**config.mk**
```make
export PLATFORM = sky130hd
export DESIGN_NAME = div_ctrl
export DESIGN_NICKNAME = d
export VERILOG_FILES = /design/src/rtl/div_ctrl.sv
export SDC_FILE = /design/constraint.sdc
export NUM_CORES = 1
export LEC_CHECK = 0
export ABC_AREA = 1
export BUFFER_PORTS_ARGS = -buffer_cell sky130_fd_sc_hd__buf_2
export CAP_MARGIN = 10
export CORE_AREA = 3 3 211 213
export CTS_CLUSTER_DIAMETER = 40
export CTS_CLUSTER_SIZE = 24
export DETAILED_ROUTE_END_ITERATION = 6
export DIE_AREA = 0 0 214 216
export GPL_ROUTABILITY_DRIVEN = 0
export PLACE_DENSITY_LB_ADDON = 0.3
export SETUP_SLACK_MARGIN = 0.02
export SLEW_MARGIN = 20
export SYNTH_ARGS = -nofsm -noshare
export SYNTH_HDL_FRONTEND = slang
export SYNTH_SLANG_ARGS = --single-unit
```
**constraint.sdc**
```tcl
create_clock -name clk -period 5.8 [get_ports clk]
set_input_delay 0 -clock clk [delete_from_list [all_inputs] [get_ports clk]]
set_output_delay 0 -clock clk [all_outputs]
set_load 0.02 [all_outputs]
```
**src/rtl/div_ctrl.sv**
```systemverilog
// Iterative 32-bit restoring divider for the EX stage.
// Handles DIV/DIVU/REM/REMU with flush and stall handshake.
module div_ctrl (
  input  logic        clk,
  input  logic        rst,
  input  logic        start_i,
  input  logic        annul_i,
  input  logic        signed_i,
  input  logic [31:0] opdata1_i,
  input  logic [31:0] opdata2_i,
  output logic [31:0] quot_o,
  output logic [31:0] rem_o,
  output logic        ready_o,
  output logic        stall_req_o
);

  typedef enum logic [1:0] {
    IDLE,
    BYZERO,
    ON,
    END
  } state_t;

  state_t      state_q, state_d;
  logic [5:0]  cnt_q, cnt_d;
  logic [64:0] sr_q, sr_d;
  logic [31:0] dvs_q, dvs_d;
  logic [31:0] dvd_q, dvd_d;
  logic        sop_q, sop_d;
  logic        s1_q, s1_d;
  logic        s2_q, s2_d;
  logic [31:0] quot_d, rem_d;
  logic        rdy_d;

  logic [31:0] abs1, abs2;
  logic [32:0] diff;
  logic [64:0] sr_step;
  logic [31:0] q_raw, r_raw;
  logic [31:0] q_fix, r_fix;

  assign abs1 = (signed_i && opdata1_i[31])
              ? -opdata1_i : opdata1_i;
  assign abs2 = (signed_i && opdata2_i[31])
              ? -opdata2_i : opdata2_i;

  // sr[63:32] holds the shifted partial remainder
  assign diff    = {1'b0, sr_q[63:32]} - {1'b0, dvs_q};
  assign sr_step = diff[32]
                 ? {sr_q[63:0], 1'b0}
                 : {diff[31:0], sr_q[31:0], 1'b1};
  assign q_raw   = sr_step[31:0];
  assign r_raw   = sr_step[64:33];
  assign q_fix   = (sop_q && (s1_q ^ s2_q)) ? -q_raw : q_raw;
  assign r_fix   = (sop_q && s1_q) ? -r_raw : r_raw;

  always_comb begin
    state_d = state_q;
    cnt_d   = cnt_q;
    sr_d    = sr_q;
    dvs_d   = dvs_q;
    dvd_d   = dvd_q;
    sop_d   = sop_q;
    s1_d    = s1_q;
    s2_d    = s2_q;
    quot_d  = quot_o;
    rem_d   = rem_o;
    rdy_d   = ready_o;
    stall_req_o = 1'b0;
    unique case (state_q)
      IDLE: begin
        rdy_d  = 1'b0;
        quot_d = '0;
        rem_d  = '0;
        if (start_i && !annul_i) begin
          stall_req_o = 1'b1;
          dvd_d = opdata1_i;
          if (opdata2_i == 32'd0) begin
            state_d = BYZERO;
          end else begin
            sop_d   = signed_i;
            s1_d    = signed_i && opdata1_i[31];
            s2_d    = signed_i && opdata2_i[31];
            dvs_d   = abs2;
            sr_d    = {32'd0, abs1, 1'b0};
            cnt_d   = '0;
            state_d = ON;
          end
        end
      end
      BYZERO: begin
        stall_req_o = 1'b1;
        if (annul_i) begin
          state_d = IDLE;
          cnt_d   = '0;
          rdy_d   = 1'b0;
          quot_d  = '0;
          rem_d   = '0;
        end else begin
          state_d = END;
          rdy_d   = 1'b1;
          quot_d  = 32'hFFFF_FFFF;
          rem_d   = dvd_q;
        end
      end
      ON: begin
        stall_req_o = 1'b1;
        if (annul_i) begin
          state_d = IDLE;
          cnt_d   = '0;
          sr_d    = '0;
          rdy_d   = 1'b0;
          quot_d  = '0;
          rem_d   = '0;
        end else begin
          sr_d  = sr_step;
          cnt_d = cnt_q + 6'd1;
          if (cnt_q == 6'd31) begin
            state_d = END;
            rdy_d   = 1'b1;
            quot_d  = q_fix;
            rem_d   = r_fix;
          end
        end
      end
      END: begin
        if (annul_i || !start_i) begin
          state_d = IDLE;
          cnt_d   = '0;
          rdy_d   = 1'b0;
          quot_d  = '0;
          rem_d   = '0;
        end
      end
      default: state_d = IDLE;
    endcase
    if (rst) stall_req_o = 1'b0;
  end

  always_ff @(posedge clk) begin
    if (rst) begin
      state_q <= IDLE;
      cnt_q   <= '0;
      sr_q    <= '0;
      dvs_q   <= '0;
      dvd_q   <= '0;
      sop_q   <= 1'b0;
      s1_q    <= 1'b0;
      s2_q    <= 1'b0;
      quot_o  <= '0;
      rem_o   <= '0;
      ready_o <= 1'b0;
    end else begin
      state_q <= state_d;
      cnt_q   <= cnt_d;
      sr_q    <= sr_d;
      dvs_q   <= dvs_d;
      dvd_q   <= dvd_d;
      sop_q   <= sop_d;
      s1_q    <= s1_d;
      s2_q    <= s2_d;
      quot_o  <= quot_d;
      rem_o   <= rem_d;
      ready_o <= rdy_d;
    end
  end

endmodule

```
==> run metrics <==
outcome=complete, no violations; postcts setup bufs=0; max-cap viol count=0; fin. max-slew vios=0; Via Count=16331; Pre-antenna DRT Iters=5; ANT nets after route=0; Yosys reg bits=204; Synth-to-Final Area Change=22.2%; Syn Nets=2542; die area=46200 um2; Post-Syn Instances=2430; largest net degree at the start of global routing=80; Setup Skew=0.0392 ns; Lkg Pwr=8.26 nW; first-pass GRT wire length=83.5 mm; HPWL Detailed=39.6 mm; FF/Latch Area=4080 um2; Fillers=4566; FF-to-FF path depth=24; final hold violations=0; Tmin final=4.47 ns; ys async rst share=0%; Pwr Density=342 nW/um2; Synth area leaders=dfxtp_1 (28%), nand2_1 (21%), inv_1 (8.1%); crit end category=flop; most frequent cell after synthesis=nand2_1; crit path DAT=4.94 ns; Chip Width=214 um; initial antenna violation count=0; Synth Cell Area=14500 um2; worst vdd ir=0.237 mV; clock tree buffer depth=3; placeable core area=42900 um2; diode count=0; Rel. slew slack=28.3%; area leader, netlist=dfxtp_1; total wire length=53.4 mm; CTS tree=done; Multi-input gate area=8790 um2; RSZ-0062 raised after global routing=no; Min-Delay Path Depth=2; Synth cell types=49; required time of the critical path=6.27 ns; Synth top cells by count=nand2_1 (796), inv_1 (313), a21oi_1 (230), dfxtp_1 (204), nor2_1 (172); Hold/Removal Path Class=input port to flop; worst slack at placement=1.45 ns; fmax=0.224 GHz; Synth top area share=28.2%; final worst-path setup slack=1.33 ns; num ports=135; Final period util=77.1%; H-tree depth=2; CP Class=flop to flop; clk_lat worst skew=0.57 ns; final setup vio count=0; Post-synth EDFFs=0; vias in the first global route=15141; proportion of layout cells with a drive suffix above 1=11.4%; DRC errors left=0; CP startpoint kind=flop; Seq/Total Area, Yosys=28.2%; CTS Buf Count=43; syn_area_per_cell=5.95 um2; Die Y=216 um; clock-pin slew on the worst setup and hold paths=0.05 ns; Via density=5.08; slew at the pin closest to its max-slew limit=1.07 ns; DRT iter0 DRCs=1496; clk sinks=204; gr usage total=22.4%; IO buf count=134; GR Overflow Total=0; setup tns final=0 ns; Avg WL per Cell=16.6 um; yosys warns=0; FP Rows=76; fin nets=2711; CP max FO=32; starting density of the core=33.7%; post-CTS sizing=0; Most used DFF post-synth=dfxtp_1; Root Buffer=clkbuf_16
[worst max-delay path: stages, from the launching register on]
cell     delay, ns
dfxtp_1       0.46
inv_1         0.11
fa_1          0.48
inv_1         0.11
nand2_1       0.06
nand2_1       0.08
nand3_1       0.10
nand2_2       0.14
nand2_2       0.08
nand2_2       0.09
nand2_4       0.15
nand2_4       0.29
buf_4         0.46
nand2_1       0.08
o21ai_1       0.13
nand3_1       0.28
nand2_1       0.18
o21ai_0       0.20
nor2_1        0.31
nand3_1       0.12
nand2_1       0.08
nand3_1       0.11
nand2_1       0.10
nand2_1       0.06
a21oi_1       0.11
[sequential cells by signal (all words and copies together) (netlist names), 2 cells and up]
signal	flops
sr_q	64
dvd_q	32
dvs_q	32
quot_o	32
rem_o	32
cnt_q	6
state_q	2
[per-layer routing]
metal	up-vias	GRT usage [%]	routed length, um
met5	-	0	0
met4	0	8.13	1820
met3	114	4.17	4360
met2	632	34.3	22700
met1	7480	31.5	24500
li1	8105	-	-
[cells in the final DEF (no fill, tap or decap), types with 10 or more instances in the layout]
cell type	Yosys	routed
a31oi_1	24	24
o21ai_0	152	152
nor3_1	39	37
buf_2	11	133
xnor2_1	22	22
xor2_1	40	40
inv_1	313	313
buf_4	1	19
nand2_2	25	27
a21oi_1	230	229
nand4_1	22	22
nand2_1	796	794
dfxtp_1	204	204
dlygate4sd3_1	0	68
o21ai_1	13	13
o22ai_1	10	10
nor2_1	172	169
ha_1	42	42
clkbuf_16	0	43
nand3_1	133	133
[cell families (layout without fill, tap and decap cells)]
logic type      after synthesis  after routing  synth area share, %
simple gates               1239           1239                 35.8
compound gates              461            461                 17.0
xor+xnor                     62             62                 3.75
buf+inv                     421            620                 11.4
flops                       204            204                 28.2
fa+ha+maj                    43             43                 3.77
[timing repair]
item                                   4_1_cts  5_1_grt
endpoints found under the hold margin       98        0
hold buffers                                68        0
setup endpoints to repair                    0        0
[stage by stage]
step	total power [mW]	utilization, %	cell area, um2	hold WS, ns	std cells
after global placement	3.68	36.5	15600	0.304	3071
after global routing	6.42	41.2	17700	0.0416	3214
after floorplan	3.08	-	14500	0.154	2430
final	6.05	41.2	17700	0.0430	3214
after detailed placement	3.70	36.5	15600	0.305	3071
after CTS	6.05	41.2	17700	0.0172	3214
[power breakdown]
part	internal (mW)	switching, mW	leakage, nW
clock network	1.47	0.828	0.646
logic	0.618	1.51	5.95
registers	1.53	0.0952	1.66
total	3.62	2.43	8.26
[area by class of cell]
cell class / count / share of cell area (%)
inverter: 324 / 6.88
clock inverter: 18 / 0.955
timing repair buffer: 221 / 8.54
sequential: 204 / 23.1
clock buffer: 57 / 6.67
tap: 585 / 4.14
multi-input combinational: 1805 / 49.7
[worst paths after layout]
check | start | to | slack (ns)
hold / removal | rst | sr_q[29]$_SDFFE_PP0P_ | 0.04
setup / recovery | sr_q[33]$_SDFFE_PP0P_ | rem_o[29]$_SDFFE_PP0P_ | 1.33
hold reg to reg | rem_o[29]$_SDFFE_PP0P_ | rem_o[29]$_SDFFE_PP0P_ | 0.46
setup reg to reg | sr_q[33]$_SDFFE_PP0P_ | rem_o[29]$_SDFFE_PP0P_ | 1.33
Note: power is estimated with default switching activity, not from simulation.
